`src/rtl/spi_master_pkg.sv`:
```
// -----------------------------------------------------------------------------
// spi_master_pkg
// Shared definitions for the SPI master: FSM state encoding and SPI mode
// constants. The design implements mode 0 (CPOL=0, CPHA=0): SCK idles low,
// MISO is sampled on the leading (rising) edge, and MOSI changes on the
// trailing (falling) edge.
// -----------------------------------------------------------------------------
package spi_master_pkg;

  typedef enum logic [2:0] {
    ST_IDLE  = 3'd0,
    ST_SETUP = 3'd1,
    ST_SHIFT = 3'd2,
    ST_HOLD  = 3'd3,
    ST_GAP   = 3'd4
  } state_t;

  localparam logic SPI_CPOL = 1'b0;  // SCK idle level
  localparam logic SPI_CPHA = 1'b0;  // 0: sample on leading edge

endpackage

```
`src/rtl/spi_sck_tick.sv`:
```
// -----------------------------------------------------------------------------
// spi_sck_tick
// Half-period tick generator. While en is high, tick pulses for one clk cycle
// every CLK_DIV cycles; the first pulse comes CLK_DIV cycles after en rises.
// While en is low the counter is held at zero so each enable starts a fresh,
// full-length period.
//
// Ports:
//   clk   - clock, rising edge
//   rst_n - asynchronous active-low reset
//   en    - count enable (low reloads the counter)
//   tick  - one-cycle pulse at the end of each CLK_DIV-cycle period
// -----------------------------------------------------------------------------
module spi_sck_tick #(
  parameter int CLK_DIV = 2
) (
  input  logic clk,
  input  logic rst_n,
  input  logic en,
  output logic tick
);

  // A one-bit counter is kept even for CLK_DIV=1 so the width is never zero.
  localparam int CW = (CLK_DIV > 1) ? $clog2(CLK_DIV) : 1;
  localparam logic [CW-1:0] LAST = CW'(CLK_DIV - 1);

  logic [CW-1:0] cnt;

  // NOTE: sequential state uses non-blocking assignments so every register
  // samples pre-edge values regardless of process evaluation order.
  always_ff @(posedge clk or negedge rst_n) begin
    if (!rst_n) begin
      cnt <= '0;
    end else if (!en || cnt == LAST) begin
      cnt <= '0;
    end else begin
      cnt <= cnt + 1'b1;
    end
  end

  assign tick = en && (cnt == LAST);

endmodule

```
`src/rtl/spi_master.sv`:
```
// -----------------------------------------------------------------------------
// spi_master
// Mode-0 SPI master that runs fixed-length frames: CMD_BITS command bits are
// shifted out MSB first on MOSI (zeros afterwards) while FRAME_BITS bits are
// captured from MISO (first bit lands in the MSB of o_rx_data).
// Frame sequence: IDLE -> SETUP -> SHIFT -> HOLD -> GAP -> IDLE, each non-idle
// phase advancing on a half-period tick.
//
// Parameters: CMD_BITS, FRAME_BITS (>= CMD_BITS), CLK_DIV (>= 1, clk cycles
// per SCK half-period).
//
// Ports:
//   i_clk, i_rst_n - clock (rising edge) and asynchronous active-low reset
//   i_start        - frame request, only looked at in IDLE
//   i_cmd          - command word, captured when i_start is accepted
//   i_miso         - slave data in
//   i_abort        - (SPI_MASTER_ABORT_EN only) cancel the current frame
//   o_rx_data      - data of the last completed frame
//   o_rx_valid     - one-cycle pulse when o_rx_data updates
//   o_busy         - high whenever the FSM is outside IDLE
//   o_sck, o_mosi, o_ssel_n - SPI pins
//
// Build option: define SPI_MASTER_ABORT_EN to add the i_abort input. An abort
// in SETUP/SHIFT/HOLD drops the pins to idle on the next cycle and runs a full
// GAP without updating o_rx_data or pulsing o_rx_valid.
// -----------------------------------------------------------------------------
module spi_master
  import spi_master_pkg::*;
#(
  parameter int CMD_BITS   = 16,
  parameter int FRAME_BITS = 128,
  parameter int CLK_DIV    = 2
) (
  input  logic                  i_clk,
  input  logic                  i_rst_n,
  input  logic                  i_start,
  input  logic [CMD_BITS-1:0]   i_cmd,
  input  logic                  i_miso,
`ifdef SPI_MASTER_ABORT_EN
  input  logic                  i_abort,
`endif
  output logic [FRAME_BITS-1:0] o_rx_data,
  output logic                  o_rx_valid,
  output logic                  o_busy,
  output logic                  o_sck,
  output logic                  o_mosi,
  output logic                  o_ssel_n
);

  // Sized to hold FRAME_BITS itself, so the count never wraps in a frame.
  localparam int BW = $clog2(FRAME_BITS + 1);
  localparam logic [BW-1:0] LAST_BIT = BW'(FRAME_BITS);

  state_t                  state, next_state;
  logic                    tick, tick_en, abort_hit, sample_edge;
  logic [BW-1:0]           bit_cnt;
  logic [CMD_BITS-1:0]     cmd_sr, cmd_shl;
  logic [FRAME_BITS-1:0]   rx_sr;
  logic                    sck, mosi, ssel_n;

`ifdef SPI_MASTER_ABORT_EN
  assign abort_hit = i_abort &&
                     (state == ST_SETUP || state == ST_SHIFT || state == ST_HOLD);
`else
  assign abort_hit = 1'b0;
`endif

  // Dropping enable on an abort reloads the divider, so GAP gets a full tick.
  assign tick_en = (state != ST_IDLE) && !abort_hit;

  spi_sck_tick #(
    .CLK_DIV (CLK_DIV)
  ) u_tick (
    .clk   (i_clk),
    .rst_n (i_rst_n),
    .en    (tick_en),
    .tick  (tick)
  );

  // With CPHA=0 the edge leaving the idle level is the sampling edge.
  assign sample_edge = (sck == SPI_CPOL) ^ SPI_CPHA;
  assign cmd_shl     = cmd_sr << 1;

  always_ff @(posedge i_clk or negedge i_rst_n) begin
    if (!i_rst_n) begin
      state <= ST_IDLE;
    end else begin
      state <= next_state;
    end
  end

  // NOTE: next_state gets its default first, so no path through the case
  // leaves it unassigned and no latch is inferred.
  always_comb begin
    next_state = state;
    case (state)
      ST_IDLE:  if (i_start) next_state = ST_SETUP;
      ST_SETUP: if (tick) next_state = ST_SHIFT;
      // The last trailing edge happens after FRAME_BITS sampling edges.
      ST_SHIFT: if (tick && !sample_edge && bit_cnt == LAST_BIT)
                  next_state = ST_HOLD;
      ST_HOLD:  if (tick) next_state = ST_GAP;
      ST_GAP:   if (tick) next_state = ST_IDLE;
      default:  next_state = ST_IDLE;
    endcase
    if (abort_hit) next_state = ST_GAP;
  end

  // Pins are registered so they change cleanly one cycle after the decision.
  always_ff @(posedge i_clk or negedge i_rst_n) begin
    if (!i_rst_n) begin
      sck        <= SPI_CPOL;
      mosi       <= 1'b0;
      ssel_n     <= 1'b1;
      bit_cnt    <= '0;
      cmd_sr     <= '0;
      rx_sr      <= '0;
      o_rx_data  <= '0;
      o_rx_valid <= 1'b0;
    end else begin
      o_rx_valid <= 1'b0;
      case (state)
        ST_IDLE: begin
          if (i_start) begin
            cmd_sr  <= i_cmd;
            mosi    <= i_cmd[CMD_BITS-1];
            ssel_n  <= 1'b0;
            bit_cnt <= '0;
          end
        end
        ST_SHIFT: begin
          if (tick) begin
            sck <= ~sck;
            if (sample_edge) begin
              rx_sr   <= {rx_sr[FRAME_BITS-2:0], i_miso};
              bit_cnt <= bit_cnt + 1'b1;
            end else begin
              // Zeros shift in behind the command, giving the idle-low tail.
              cmd_sr <= cmd_shl;
              mosi   <= cmd_shl[CMD_BITS-1];
            end
          end
        end
        ST_HOLD: begin
          // tick is already suppressed on an abort, so rx_data stays put.
          if (tick) begin
            ssel_n     <= 1'b1;
            mosi       <= 1'b0;
            o_rx_data  <= rx_sr;
            o_rx_valid <= 1'b1;
          end
        end
        default: ;
      endcase
      if (abort_hit) begin
        ssel_n <= 1'b1;
        sck    <= SPI_CPOL;
        mosi   <= 1'b0;
      end
    end
  end

  assign o_busy   = (state != ST_IDLE);
  assign o_sck    = sck;
  assign o_mosi   = mosi;
  assign o_ssel_n = ssel_n;

endmodule

```
`config.mk`:
```
export PLATFORM = sky130hd
export DESIGN_NAME = spi_master
export DESIGN_NICKNAME = d
export VERILOG_FILES = /design/src/rtl/spi_master_pkg.sv /design/src/rtl/spi_sck_tick.sv /design/src/rtl/spi_master.sv
export SDC_FILE = /design/constraint.sdc
export NUM_CORES = 1
export LEC_CHECK = 0
export CORE_MARGIN = 1.5
export CORE_UTILIZATION = 55
export DETAILED_ROUTE_END_ITERATION = 8
export HOLD_SLACK_MARGIN = 0.08
export PLACE_DENSITY = 0.8
export RECOVER_POWER = 100
export SLEW_MARGIN = 5
export SYNTH_ARGS = -nofsm -noshare
export SYNTH_HDL_FRONTEND = slang
export SYNTH_SLANG_ARGS = --single-unit
```
`constraint.sdc`:
```
create_clock -name i_clk -period 1.7 [get_ports i_clk]
set_input_delay 0.34 -clock i_clk [delete_from_list [all_inputs] [get_ports i_clk]]
set_output_delay 0.34 -clock i_clk [all_outputs]
set_load 0.01 [all_outputs]
```
==> metrics.txt <==
RSZ-0062 raised after global routing=yes; Mapped Cells=1,240; Max Slew Vio Count=0; reg2reg end=bit_cnt[6]$_DFFE_PN0P_; CP startpoint kind=register; Critical Path RT=1.36 ns; IO buf count=152; Final Hold Vio Count=0; Tot GR Track Use=22.15%; global-route wire length before repair=39.56 mm; number of diodes=0; P_leak=8.243 nW; DP HPWL=13.97 mm; yosys warns=0; routed length on met1=10.42 mm; Crit path buffers/inverters=2; Final Wtd Congestion=0.7868; area share of the largest cell type after synthesis=63.64%; cell area power density=973.2 nW/um2; worst skew pair latency=0.53 ns; setup_tns=0 ns; skew final=0.01320 ns; TritonCTS Buffers=29; CTS tree=built; number of distinct library cells after synthesis=39; Max Used Layer=met4; Die X=146.0 um; area leader, netlist=dfrtp_1; Worst EP arrival=1.35 ns; Routed WL=22.84 mm; Layout Cells excl Fill=1,682; vias per inst=4.988; CTS H-Tree Depth=1; clk slew on worst S/H paths=0.06 ns; routed length on met2=10.91 mm; peak supply drop=0.0007897 V; R2R Setup Slk=0.07 ns; initial antenna violation count=0; crit path capture type=output port; Mapped Nets=1,262; via count=8,390; relative slew slack=43.87%; area delta synth->final=23.64%; Core ar.=20,170 um2; DR WL/cell=13.58 um; remaining global-route overflow=0; Cell Chain, Critical Path=nor3_2, inv_1, buf_2; Worst path max stage delay=0.47 ns; DRC errors left=0; Hold Crit Class=input port to asynchronous set/reset pin; DIE AREA=21,310 um2; Final setup violation count=0; Overall Power=0.01353 W; fin crit share=99.30%; Worst Path Max Fanout=5; sequential cell area fraction in the yosys report=63.87%; Avg Cell Area, Syn=9.069 um2; violation count after the first detailed-routing iteration=434; post-synthesis register bit count=287; Die Y=146.0 um; largest cells by area after synthesis=dfrtp_1, nand2_1, buf_2; layout cells sized above 1=6.799%; Final #Nets=1,413; Mapped Area=11,250 um2; Starting Density=55.76%; max-cap violations=0; vias in the first global route=8,220; Pre-antenna DRT Iters=5; placed cells=1,624; WS Path Type=register to output port; crit-path leading delay family=flip-flops; Root Buffer=clkbuf_16; FF-to-FF Start=state[1]$_DFFE_PN0P_; Worst-Margin Slew=0.8419 ns; CTS Buffer Depth=3; Tmin final=1.688 ns; R2R cell count=6; io pins=153; clk sinks=287; largest net degree at the start of global routing=84; run status=complete, no violations; met3 WL post-DR=1.121 mm; row count=52; Final ANT Viol Nets=0; FMAX=592.4 MHz; Worst path slowest cell=dfrtp_2
-- worst max path at each step --
stage,start,end,cells after the start
2_1_floorplan,state[2]$_DFFE_PN0P_,o_rx_data[48]$_DFFE_PN0P_,8
3_3_place_gp,i_start,bit_cnt[6]$_DFFE_PN0P_,5
3_5_place_dp,i_start,bit_cnt[6]$_DFFE_PN0P_,5
4_1_cts,o_ssel_n$_DFFE_PN1P_,o_ssel_n,1
5_1_grt,state[2]$_DFFE_PN0P_,o_busy,3
6_report,state[2]$_DFFE_PN0P_,o_busy,3
-- sequential cells by signal, summed over array words and instances, names as in the netlist --
name	count
o_rx_data	128
rx_sr	128
cmd_sr	15
bit_cnt	8
state	3
o_mosi	1
o_rx_valid	1
o_sck	1
o_ssel_n	1
u_tick.cnt	1
-- placed cells by master (no fill, tap or decap), drive strengths merged, types with 2 or more instances in the layout --
| cell type | instances |
|---|---|
| inv | 6 |
| clkdlybuf4s50 | 18 |
| mux2i | 15 |
| buf | 31 |
| clkinv | 4 |
| a21oi | 16 |
| and2 | 3 |
| dlygate4sd2 | 130 |
| o211ai | 4 |
| xor2 | 6 |
| clkinvlp | 2 |
| o21ai | 8 |
| nand2b | 2 |
| clkdlybuf4s15 | 2 |
| dfrtp | 286 |
| clkbuf | 46 |
| ha | 2 |
| nand2 | 780 |
| and3 | 2 |
| bufinv | 3 |
| nor2 | 24 |
| nand3 | 5 |
-- worst reg2reg max path, cell delays in order (launching register included) --
cell	delay, ns
dfrtp_2	0.41
buf_4	0.16
buf_4	0.14
and2b_2	0.27
o21ai_2	0.08
or3_1	0.35
a21oi_1	0.14
-- synth_stat cells (all sizes together) --
cell     number
buf          61
o211ai        4
a21oi        16
or2           1
dfstp         1
o22ai         1
mux2i        15
o2111ai       1
and3b         1
dfrtp       286
nand2       780
and2          3
and4b         1
or3           1
nand2b        2
clkbuf        5
and4bb        1
xor2          6
ha            2
o22a          1
clkinv        1
a21boi        1
nor2         24
o21ai         8
and3          2
nor3          1
o31ai         1
inv           4
nand3         5
nor4          1
or4b          1
nor2b         1
and2b         1
-- report_power, final --
part | internal, W | switching, W
clock network | 0.00390 | 0.00257
logic | 0.0000588 | 0.000143
registers | 0.00685 | 0.0000110
-- metrics by stage --
| stage | setup slack (ns) | area, um2 | utilization, % | hold slack, ns |
|---|---|---|---|---|
| final | 0.01198 | 13900 | 68.94 | 0.2824 |
| after global routing | -0.07506 | 13900 | 68.94 | 0.3078 |
| after CTS | 0.001866 | 13900 | 68.90 | 0.2999 |
| after detailed placement | -0.09748 | 13040 | 64.66 | 0.2568 |
| after global placement | -0.05678 | 13040 | 64.66 | 0.2555 |
| after floorplan | 0.1882 | 11250 | - | 0.04441 |
-- kinds of logic (layout without fill, tap and decap cells) --
group	Yosys count	after routing	share of synthesized area, %
adders and majority gates	2	2	0.2225
and+or+nand+nor	826	826	28.24
muxes	15	15	1.335
buffers and inverters	71	243	4.150
DFF	287	287	63.87
AOI/OAI and AO/OA	33	33	1.714
xor gates and xnor gates	6	6	0.4673
-- metal layers --
| layer | vias to the layer above | track usage (%) |
|---|---|---|
| li1 | 4091 | - |
| met1 | 4055 | 31.61 |
| met2 | 211 | 36.60 |
| met3 | 33 | 3.009 |
| met4 | 0 | 5.152 |
| met5 | - | 0 |
-- what timing repair did --
item | in CTS | in global routing
pin swaps | 1 | 0
resized for setup | 141 | 5
endpoints found under the setup margin | 133 | 99
hold endpoints to repair | 162 | 0
buffers inserted | 2 | 3
hold buffers | 1 | 0
cloned | 0 | 0
-- final cells by class --
type,instances,area [um2]
multi-input cells,882,3618
flip-flops and latches,287,7187
well taps,270,337.8
clock buffers,42,844.6
clock inverters,10,145.1
repair buffers,186,1750
inverters,5,21.27
fillers,1607,6265
Note: power is estimated with default switching activity, not from simulation.
